File: src/rtl/muldiv_ctrl.sv
// EX-stage sequencer for HI/LO-class operations: drives the pipelined multiplier
// and the iterative divider, stalls EX until the result is ready, commits HI/LO once.
module muldiv_ctrl #(
    parameter int MUL_LAT = 2
) (
    input  logic        clk,
    input  logic        resetn,
    input  logic        op_valid,
    input  logic        op_mul,
    input  logic        op_mulu,
    input  logic        op_div,
    input  logic        op_divu,
    input  logic        op_mthi,
    input  logic        op_mtlo,
    input  logic [31:0] src1,
    input  logic [31:0] src2,
    input  logic        ex_hold,
    input  logic        flush,
    output logic        stallreq,
    output logic        mul_signed,
    output logic [31:0] mul_ina,
    output logic [31:0] mul_inb,
    input  logic [63:0] mul_result,
    output logic        div_start,
    output logic        div_signed,
    output logic [31:0] div_opdata1,
    output logic [31:0] div_opdata2,
    output logic        div_annul,
    input  logic        div_ready,
    input  logic [63:0] div_result,
    output logic        hi_we,
    output logic [31:0] hi_wdata,
    output logic        lo_we,
    output logic [31:0] lo_wdata,
    output logic        busy
);

    typedef enum logic [1:0] {
        IDLE     = 2'd0,
        MUL_WAIT = 2'd1,
        DIV_BUSY = 2'd2,
        DONE     = 2'd3
    } state_t;

    localparam logic [3:0] CNT_INIT = 4'(MUL_LAT - 1);

    state_t      state_q, state_d;
    logic [3:0]  cnt_q, cnt_d;
    logic [31:0] opa_q, opa_d;
    logic [31:0] opb_q, opb_d;
    logic        sgn_q, sgn_d;
    logic [31:0] res_hi_q, res_hi_d;
    logic [31:0] res_lo_q, res_lo_d;

    logic is_mul, is_div, start_ok;

    assign is_mul   = op_mul | op_mulu;
    assign is_div   = op_div | op_divu;
    assign start_ok = op_valid & ~flush;

    // Flush wins over every other event; outputs are decoded from state and inputs.
    always_comb begin
        state_d     = state_q;
        cnt_d       = cnt_q;
        opa_d       = opa_q;
        opb_d       = opb_q;
        sgn_d       = sgn_q;
        res_hi_d    = res_hi_q;
        res_lo_d    = res_lo_q;
        stallreq    = 1'b0;
        mul_signed  = 1'b0;
        mul_ina     = 32'd0;
        mul_inb     = 32'd0;
        div_start   = 1'b0;
        div_signed  = 1'b0;
        div_opdata1 = 32'd0;
        div_opdata2 = 32'd0;
        div_annul   = 1'b0;
        hi_we       = 1'b0;
        hi_wdata    = 32'd0;
        lo_we       = 1'b0;
        lo_wdata    = 32'd0;

        case (state_q)
            IDLE: begin
                if (start_ok) begin
                    if (is_mul) begin
                        stallreq   = 1'b1;
                        opa_d      = src1;
                        opb_d      = src2;
                        sgn_d      = op_mul;
                        cnt_d      = CNT_INIT;
                        state_d    = MUL_WAIT;
                        // Present operands now so the multiplier latency starts this cycle.
                        mul_signed = op_mul;
                        mul_ina    = src1;
                        mul_inb    = src2;
                    end else if (is_div) begin
                        stallreq = 1'b1;
                        if (src2 != 32'd0) begin
                            opa_d   = src1;
                            opb_d   = src2;
                            sgn_d   = op_div;
                            state_d = DIV_BUSY;
                        end else begin
                            res_hi_d = src1;
                            res_lo_d = 32'hFFFF_FFFF;
                            state_d  = DONE;
                        end
                    end else if (!ex_hold) begin
                        hi_we    = op_mthi;
                        hi_wdata = op_mthi ? src1 : 32'd0;
                        lo_we    = op_mtlo;
                        lo_wdata = op_mtlo ? src1 : 32'd0;
                    end
                end
            end

            MUL_WAIT: begin
                if (flush) begin
                    state_d = IDLE;
                end else begin
                    stallreq   = 1'b1;
                    mul_signed = sgn_q;
                    mul_ina    = opa_q;
                    mul_inb    = opb_q;
                    if (cnt_q == 4'd0) begin
                        res_hi_d = mul_result[63:32];
                        res_lo_d = mul_result[31:0];
                        state_d  = DONE;
                    end else begin
                        cnt_d = cnt_q - 4'd1;
                    end
                end
            end

            DIV_BUSY: begin
                if (flush) begin
                    div_annul = 1'b1;
                    state_d   = IDLE;
                end else begin
                    stallreq    = 1'b1;
                    div_signed  = sgn_q;
                    div_opdata1 = opa_q;
                    div_opdata2 = opb_q;
                    if (div_ready) begin
                        res_hi_d = div_result[63:32];
                        res_lo_d = div_result[31:0];
                        state_d  = DONE;
                    end else begin
                        div_start = 1'b1;
                    end
                end
            end

            DONE: begin
                if (flush) begin
                    state_d = IDLE;
                end else if (!ex_hold) begin
                    hi_we    = 1'b1;
                    hi_wdata = res_hi_q;
                    lo_we    = 1'b1;
                    lo_wdata = res_lo_q;
                    state_d  = IDLE;
                end
            end

            default: state_d = IDLE;
        endcase
    end

    assign busy = (state_q != IDLE);

    always_ff @(posedge clk or negedge resetn) begin
        if (!resetn) begin
            state_q  <= IDLE;
            cnt_q    <= 4'd0;
            opa_q    <= 32'd0;
            opb_q    <= 32'd0;
            sgn_q    <= 1'b0;
            res_hi_q <= 32'd0;
            res_lo_q <= 32'd0;
        end else begin
            state_q  <= state_d;
            cnt_q    <= cnt_d;
            opa_q    <= opa_d;
            opb_q    <= opb_d;
            sgn_q    <= sgn_d;
            res_hi_q <= res_hi_d;
            res_lo_q <= res_lo_d;
        end
    end

endmodule

File: config.mk
export PLATFORM = sky130hd
export DESIGN_NAME = muldiv_ctrl
export DESIGN_NICKNAME = d
export VERILOG_FILES = /design/src/rtl/muldiv_ctrl.sv
export SDC_FILE = /design/constraint.sdc
export NUM_CORES = 1
export LEC_CHECK = 0
export ABC_AREA = 1
export BUFFER_PORTS_ARGS = -buffer_cell sky130_fd_sc_hd__clkbuf_2
export CORE_AREA = 2 2 158 160
export DETAILED_ROUTE_END_ITERATION = 10
export DIE_AREA = 0 0 160 162
export GPL_TIMING_DRIVEN = 0
export PLACE_DENSITY_LB_ADDON = 0.1
export SYNTH_ARGS = -nofsm -noshare
export SYNTH_HDL_FRONTEND = slang
export SYNTH_SLANG_ARGS = --single-unit
File: constraint.sdc
create_clock -name clk -period 2.3 [get_ports clk]
set_input_delay 0.345 -clock clk [delete_from_list [all_inputs] [get_ports clk]]
set_output_delay 0.345 -clock clk [all_outputs]
set_load 0.005 [all_outputs]
# == Word level (Yosys, flattened, before mapping) ==
# Index checks and enable logic that the tools add are counted.
# classes
bitwise_logic,4
mux,96
reduce_logical,13
eq_ne,17
n_addsub,1
# ops
operator,n
2-to-1 mux 32 bit,44
case mux 32 bit (2 select lines),4
case mux 32 bit (3 select lines),2
nonzero test 32 bit,1
2-to-1 mux 1 bit,27
!= test 2 bit (second input constant),10
2-to-1 mux 2 bit,9
2-to-1 mux 4 bit,4
!= test 3 bit (second input constant),4
AND reduction 5 bit,2
AND reduction 9 bit,1
case mux 1 bit (2 select lines),4
case mux 2 bit (4 select lines),1
case mux 4 bit (2 select lines),1
nonzero test 2 bit,4
== test 2 bit (second input constant),2
logical NOT 4 bit,1
AND reduction 4 bit,1
subtractor 4 x 1 -> 4 bit (second input constant),1
nonzero test 3 bit,1
== test 2 x 1 -> 1 bit (second input constant),1
logical NOT 2 bit,1
bitwise OR 1 bit,2
OR reduction 2 bit,1
2 further kinds,2
# word_totals
elab_cells,138
output_inout_bits,200
reg_bits,135
in_bits,204

# == Depth between registers and ports, before layout ==
# Gate-level depths: netlist (run 1).
# depth
ltp_word,6
ltp_mapped,11
depth_no_buf,10

# == Least setup slack after synthesis (run 1) ==
# No wires, ideal clock.
# synth_path
path_kind,register to output
startpoint,register state_q[0]
endpoint,output port hi_wdata[11]
required_ns,1.955
stages_incl_launch_ff,9
arrival_ns,1.620
slack_ns,0.335
n_path_buf,3
cell_sequence,dfrtp_1 > inv_1 > ha_1 > buf_2 > inv_1 > buf_2 > buf_1 > nand2_1 > o22ai_1
# synth_via
elab_chain_len,2
word_cells_on_any_way,3
classes_between,eq/ne: 1; mux: 1; reduce/logical: 1
# synth_lines
element,line_no,text
start: declaration,47,"state_t state_q, state_d;"
start signal: assignment,184,state_q <= state_d;
== test 2 bit or logical NOT 2 bit (tied branches),84,case (state_q)
case mux 32 bit (2 select lines) *,84,
end: declaration,32,"output logic [31:0] hi_wdata,"
# Every way passes the cells marked *; elsewhere a longest branch is shown, timed or not.

# == Worst setup path after layout (run 1) ==
# layout_path
startpoint,register state_q[1]
endpoint,output port hi_wdata[17]
# Same word-level chain as after synthesis.

==> results of run 1 <==
-- placed cells by master, fill, tap and decap left out, types with 10 or more instances in the layout --
cell type,n
nand2_1,360
buf_2,105
nor2_1,48
nand3_2,10
o31ai_1,12
nand3_4,10
nand2_2,23
nor3_1,40
a22o_1,32
clkbuf_2,321
o22ai_2,33
clkbuf_16,26
clkbuf_1,31
inv_1,137
o31ai_2,21
o32ai_4,14
o31ai_4,12
a221o_1,32
dfrtp_1,135
buf_6,31
o21ai_1,16
o22ai_1,27
buf_8,13
nand3_1,136
buf_4,29
o21ai_0,16
-- through the flow --
step	total power (W)	setup slack (ns)	instance area (um^2)	setup TNS, ns
floorplan	0.00933	0.335	9000	0
global placement	0.0119	-1.60	11400	-244.27
detailed placement	0.0120	-0.538	11500	-26.88
CTS	0.0164	-0.164	13400	-8.01
global route	0.0183	-0.236	14100	-23.44
finish	0.0172	-0.172	14100	-9.78
-- layout make-up --
| class | count | area [um^2] |
|---|---|---|
| sequential | 135 | 3380 |
| tap | 324 | 405 |
| fill | 2334 | 10000 |
| clock buffer | 19 | 443 |
| timing repair buffer | 446 | 2570 |
| inverter | 147 | 582 |
| multi-input combinational | 881 | 5650 |
| buffer | 112 | 950 |
| clock inverter | 13 | 120 |
-- power groups by stage --
stage	clock network [W]	registers [W]	logic, W
3_5_place_dp	0	0.00411	0.00792
3_3_place_gp	0	0.00409	0.00783
5_1_grt	0.00282	0.00422	0.0113
2_1_floorplan	0	0.00397	0.00536
4_1_cts	0.00272	0.00408	0.00963
6_report	0.00271	0.00411	0.0104
-- cells by family after synthesis --
| kind of cell | count (synthesis) |
|---|---|
| AO/OA/AOI/OAI | 231 |
| adder cells (fa/ha/maj) | 6 |
| AND/OR/NAND/NOR | 642 |
| buffers and inverters | 261 |
| XOR/XNOR | 2 |
| flip-flops | 135 |
-- timing repair --
item,4_1_cts,5_1_grt
hold buffers,1,0
hold endpoints to repair,51,0
gates cloned,6,6
pin swaps,17,15
gates resized for setup,244,203
setup buffers,22,10
setup endpoints to repair,187,201
-- worst max-delay path by stage --
stage	slack [ns]	start	end	depth (start not counted)
after floorplan	0.33	state_q[0]	hi_wdata[11]	8
after global placement	-1.60	resetn	opb_q[6]	1
after detailed placement	-0.54	state_q[0]	hi_wdata[17]	9
after CTS	-0.16	state_q[1]	hi_wdata[17]	9
after global routing	-0.24	op_mul	mul_inb[14]	7
final	-0.17	state_q[1]	hi_wdata[17]	9
-- state kept, by name, summed over array words and instances, names as in the netlist --
register	cells
sgn_q	1
opa_q	32
opb_q	32
cnt_q	4
res_lo_q	32
state_q	2
res_hi_q	32
-- layer usage --
metal  up-vias  share of wire, %  track usage (%)
met1      5450                44             41.6
met3        82               6.7             5.72
met4         2               3.3             11.1
met5         -             0.029                0
met2       512                46             48.5
li1       5237                 -                -
-- worst register-to-register path, delay by kind of cell (launching register included) --
kind	cells	cell delay, ns
buffers and inverters	6	0.95
adder cells (fa/ha/maj)	1	0.17
AND/OR/NAND/NOR	4	0.52
flip-flops	1	0.41
==> run summary, run 1 <==
Post-Syn Area - 9000 um^2
distinct cell type count after synthesis - 32
Yosys top cell area share - 37.5%
sequential element share of the synthesized area - 37.5%
Max Cap Viol - 0
hold path cells - 3
Async S/R FF share, synth - 100%
Post-Synth Simple-Gate Area - 30.0%
Synth Area in XOR/XNOR - 0.195%
Core Footprint - 24100 um^2
hpwl dp - 30.2 mm
Hold Startpoint - src2[5]
CP cell instances - inv_2 -> ha_4 -> inv_6 -> nor2_4 -> buf_8 -> nand3_4 -> buf_8 -> o22ai_4 -> clkbuf_2
syn_area_per_cell - 7.05 um^2
wire length per cell - 19.9 um
DRT iter0 DRCs - 898
r2r setup slk - 0.19 ns
endpoints failing setup - 139
Switching Share - 46.3%
total gr overflow - 0
CTS Sinks - 135
Compound-Gate Fraction of Synth Area - 19.0%
Rel. slew slack - 32.9%
Via density - 5.43
CTS max path bufs - 2
mux cell area share after synthesis - 0%
sw power - 0.00794 W
total die area - 25900 um^2
CTS Root Cell - clkbuf_16
fin. max-slew vios - 0
maximum clock frequency - 404 MHz
largest net degree at the start of global routing - 85
internal power - 0.00922 W
Critical Path End Type - primary output
Final Cycle Share - 107%
min Tclk post-route - 2.47 ns
initial antenna violation count - 1
Clk pwr share - 15.8%
number of synthesized flops with an enable pin - 0
Diodes inserted - 0
unrepaired setup endpoints after global routing - yes
crit path DAT - 2.13 ns
CP most frequent cell - buf_8
first-pass GRT wire length - 61.5 mm
Syn Nets - 1487
largest family of logic cells by synthesized area - simple AND/OR/NAND/NOR gates
die height - 162 um
VDD IR max - 0.546 mV
top cell type by total area after synthesis - dfrtp_1
failing checks - negative setup slack
final hold viol count - 0
P&R area growth vs syn - 56.6%
PnR worst setup slack - -0.172 ns
number of port buffers - 402
Final ANT Viol Nets - 0
clk_lat worst skew - 0.44 ns
Critical Path Start Type - flop
CTS buffer count - 17
Min Hold Slack - 0.170 ns
status - complete, but fails checks
Worst-Margin Slew - 1.01 ns
critical path's slowest cell - dfrtp_1
Synth area leaders - dfrtp_1 38%, nand2_1 16%, nand3_1 8.7%, inv_1 5.9%, o22ai_1 4.4%
die width - 160 um
GP Congestion - 0.929
Via Count - 11300
Hold Path End - opb_q[5]
starting density of the core - 37.4%
Flop pwr share - 23.9%
IO Pins - 404
utilization after layout - 58.5%
Non-Filler Instances - 2077
cell family with most CP delay - buffers and inverters
Setup CP Type - flop to primary output
Worst Reg-to-Reg Cells - 11
# DRC - 0
layout cells sized above 1 - 40.8%
reg2reg start - state_q[1]
Buf+Inv Stages, Crit Path - 5
Primary FF master, synth - dfrtp_1
CP Max Fanout - 5
post-synthesis adder-cell area fraction - 0.834%
Seq cells post-synth - 135
Lkg Pwr - 7.32 nW
combinational share of power - 60.3%
most numerous cell in the Yosys netlist - nand2_1
YS warnings - 0
hold crit path type - primary input to flop
Synth Instances - 1277
# H-tree levels - 4
1st-pass router iterations - 6
WL final - 41.4 mm
number of global-route vias before repair - 10900
TritonCTS clock tree - built
Layout Nets - 1950
Final Skew - 0.0130 ns
clock-pin transition on the worst setup and hold timing paths - 0.07 ns
WP data required - 1.96 ns
Total GRT Usage - 30.5%
pwr/cell area - 1220 nW/um^2
# placed instances - 2004
# rows - 57
Worst path max stage delay - 0.41 ns
most frequent cells after synthesis - 381 x nand2_1, 156 x nand3_1, 141 x inv_1
reg2reg end - opb_q[26]
No activity file was read; power rests on OpenSTA's default activity.
==> inputs of run 2 (changes only) <==
- MAX_ROUTING_LAYER: not set -> met4
==> run summary, run 2 (synthesized netlist as in run 1, its figures left out) <==
status - complete, but fails checks
failing checks - negative setup slack
pwr/cell area - 1240 nW/um^2 (+2.1%)
clock-pin transition on the worst setup and hold timing paths - 0.07 ns (about the same)
Non-Filler Instances - 2095 (+0.87%)
starting density of the core - 37.4% (unchanged)
CTS Sinks - 135 (unchanged)
Setup CP Type - flop to primary output
DRT iter0 DRCs - 1141 (+27%)
min Tclk post-route - 2.54 ns (+0.0721 ns)
Final Cycle Share - 111% (+3.1 points)
CTS buffer count - 17 (unchanged)
number of global-route vias before repair - 11200 (+2.5%)
largest net degree at the start of global routing - 70 (-18%)
combinational share of power - 62.0% (+1.7 points)
Final ANT Viol Nets - 0 (unchanged)
CTS Root Cell - clkbuf_16
number of port buffers - 402 (unchanged)
Final Skew - 0.0142 ns (+0.00113 ns)
total die area - 25900 um^2 (unchanged)
hold path cells - 3 (unchanged)
# DRC - 0 (unchanged)
# placed instances - 2004 (unchanged)
Hold Path End - opb_q[9]
CP cell instances - inv_2 -> ha_4 -> inv_6 -> nor2_4 -> buf_6 -> nand3_4 -> buf_8 -> o22ai_4 -> clkbuf_2
IO Pins - 404 (unchanged)
VDD IR max - 0.615 mV (+13%)
# H-tree levels - 4 (unchanged)
WP data required - 1.96 ns (about the same)
Layout Nets - 1968 (+0.92%)
PnR worst setup slack - -0.244 ns (-0.0721 ns)
Critical Path Start Type - flop
post-route cell area - 14800 um^2 (+4.9%)
critical path's slowest cell - dfrtp_1
final hold viol count - 0 (unchanged)
fin. max-slew vios - 0 (unchanged)
most frequent cells in the layout - 367 x nand2_1, 308 x clkbuf_2, 136 x inv_1
# rows - 57 (unchanged)
Switching Share - 45.8% (-0.48 points)
setup TNS - -17.38 ns (-7.60 ns)
WL final - 43.6 mm (+5.1%)
Flop pwr share - 22.4% (-1.5 points)
total gr overflow - 0 (unchanged)
Diodes inserted - 0 (unchanged)
Worst-Margin Slew - 1.14 ns (+0.135 ns)
Rel. slew slack - 23.9% (-9.0 points)
layout cells sized above 1 - 42.8% (+2.0 points)
first-pass GRT wire length - 63.4 mm (+3.1%)
r2r setup slk - 0.01 ns (-0.18 ns)
P&R area growth vs syn - 64.3%
sw power - 0.00842 W (+6.0%)
reg2reg end - res_hi_q[22]
die width - 160 um (unchanged)
unrepaired setup endpoints after global routing - yes
Core Footprint - 24100 um^2 (unchanged)
reg2reg start - state_q[1]
GP Congestion - 0.953 (+2.6%)
CTS max path bufs - 2 (unchanged)
CP Max Fanout - 7 (+2)
Min Hold Slack - 0.175 ns (+0.00494 ns)
most common cell after layout, fill and taps aside - nand2_1
TritonCTS clock tree - built
clk_lat worst skew - 0.44 ns (about the same)
Total GRT Usage - 32.5% (+2.0 points)
die height - 162 um (unchanged)
1st-pass router iterations - 6 (unchanged)
initial antenna violation count - 0 (-1)
hpwl dp - 30.2 mm (-0.16%)
crit path launch - state_q[1]
wire length per cell - 20.8 um (+4.2%)
Via Count - 11600 (+3.0%)
Clk pwr share - 15.6% (-0.2 points)
Max Cap Viol - 0 (unchanged)
Via density - 5.54 (+2.1%)
internal power - 0.00996 W (+8.0%)
Critical Path End Type - primary output
Worst Reg-to-Reg Cells - 14 (+3)
Hold Startpoint - src2[9]
Worst path max stage delay - 0.41 ns (about the same)
maximum clock frequency - 393 MHz (-2.8%)
crit path DAT - 2.20 ns (+0.07 ns)
Lkg Pwr - 7.61 nW (+4.0%)
endpoints failing setup - 150 (+7.9%)
hold crit path type - primary input to flop
placed inst area - 11500 um^2 (unchanged)
==> run 2: how the worst max path moves through the flow <==
stage	endpoint	slack, ns
6_report	hi_wdata[17]	-0.24
5_1_grt	hi_wdata[17]	-0.29
4_1_cts	hi_wdata[18]	-0.19
3_5_place_dp	hi_wdata[17]	-0.54
3_3_place_gp	opb_q[7]	-1.60
2_1_floorplan	hi_wdata[11]	0.33
==> run 2: final cells by class <==
cell class | count | area, um^2
Fill cell | 2254 | 9310
Inverter | 147 | 584
Sequential cell | 135 | 3380
Tap cell | 324 | 405
Buffer | 108 | 1010
Multi-Input combinational cell | 881 | 5860
Timing Repair Buffer | 468 | 2960
Clock buffer | 18 | 429
Clock inverter | 14 | 164
==> run 2: power by group through the flow <==
stage	sequential, W	clock, W	combinational (W)
after detailed placement	0.00410	0	0.00792
after global routing	0.00423	0.00296	0.0123
after global placement	0.00409	0	0.00782
final	0.00412	0.00287	0.0114
after floorplan	0.00397	0	0.00536
after CTS	0.00408	0.00287	0.00978
==> run 2: per-layer routing <==
| layer | up-vias | share of wire (%) | wire, um | global-route usage, % |
|---|---|---|---|---|
| met5 | - | 0 | 0 | - |
| met4 | 0 | 3.4 | 1500 | 13.0 |
| met3 | 93 | 7.5 | 3280 | 5.36 |
| met2 | 609 | 46 | 20100 | 49.9 |
| met1 | 5642 | 43 | 18700 | 43.0 |
| li1 | 5272 | - | - | - |
==> run 2: timing repair <==
action	in CTS	in global routing
gates resized for setup	266	252
cloned	11	12
endpoints found under the setup margin	188	258
hold buffers	1	0
pin swaps	16	8
endpoints found under the hold margin	66	0
buffers inserted	26	17
==> run 2: critical path: cells and delay by family (launching register included) <==
| kind | cells | cell delay, ns |
|---|---|---|
| adder cells (fa/ha/maj) | 1 | 0.16 |
| buffers and inverters | 5 | 0.66 |
| AND/OR/NAND/NOR | 2 | 0.34 |
| flip-flops | 1 | 0.41 |
| AO/OA/AOI/OAI | 1 | 0.17 |
==> run 2: per-stage QoR <==
step           util (%)  power, W  setup slack, ns
2_1_floorplan         -   0.00933            0.335
4_1_cts            56.7    0.0167           -0.193
3_5_place_dp       47.5    0.0120           -0.542
6_report           61.4    0.0184           -0.244
3_3_place_gp       47.4    0.0119            -1.60
5_1_grt            61.4    0.0195           -0.293
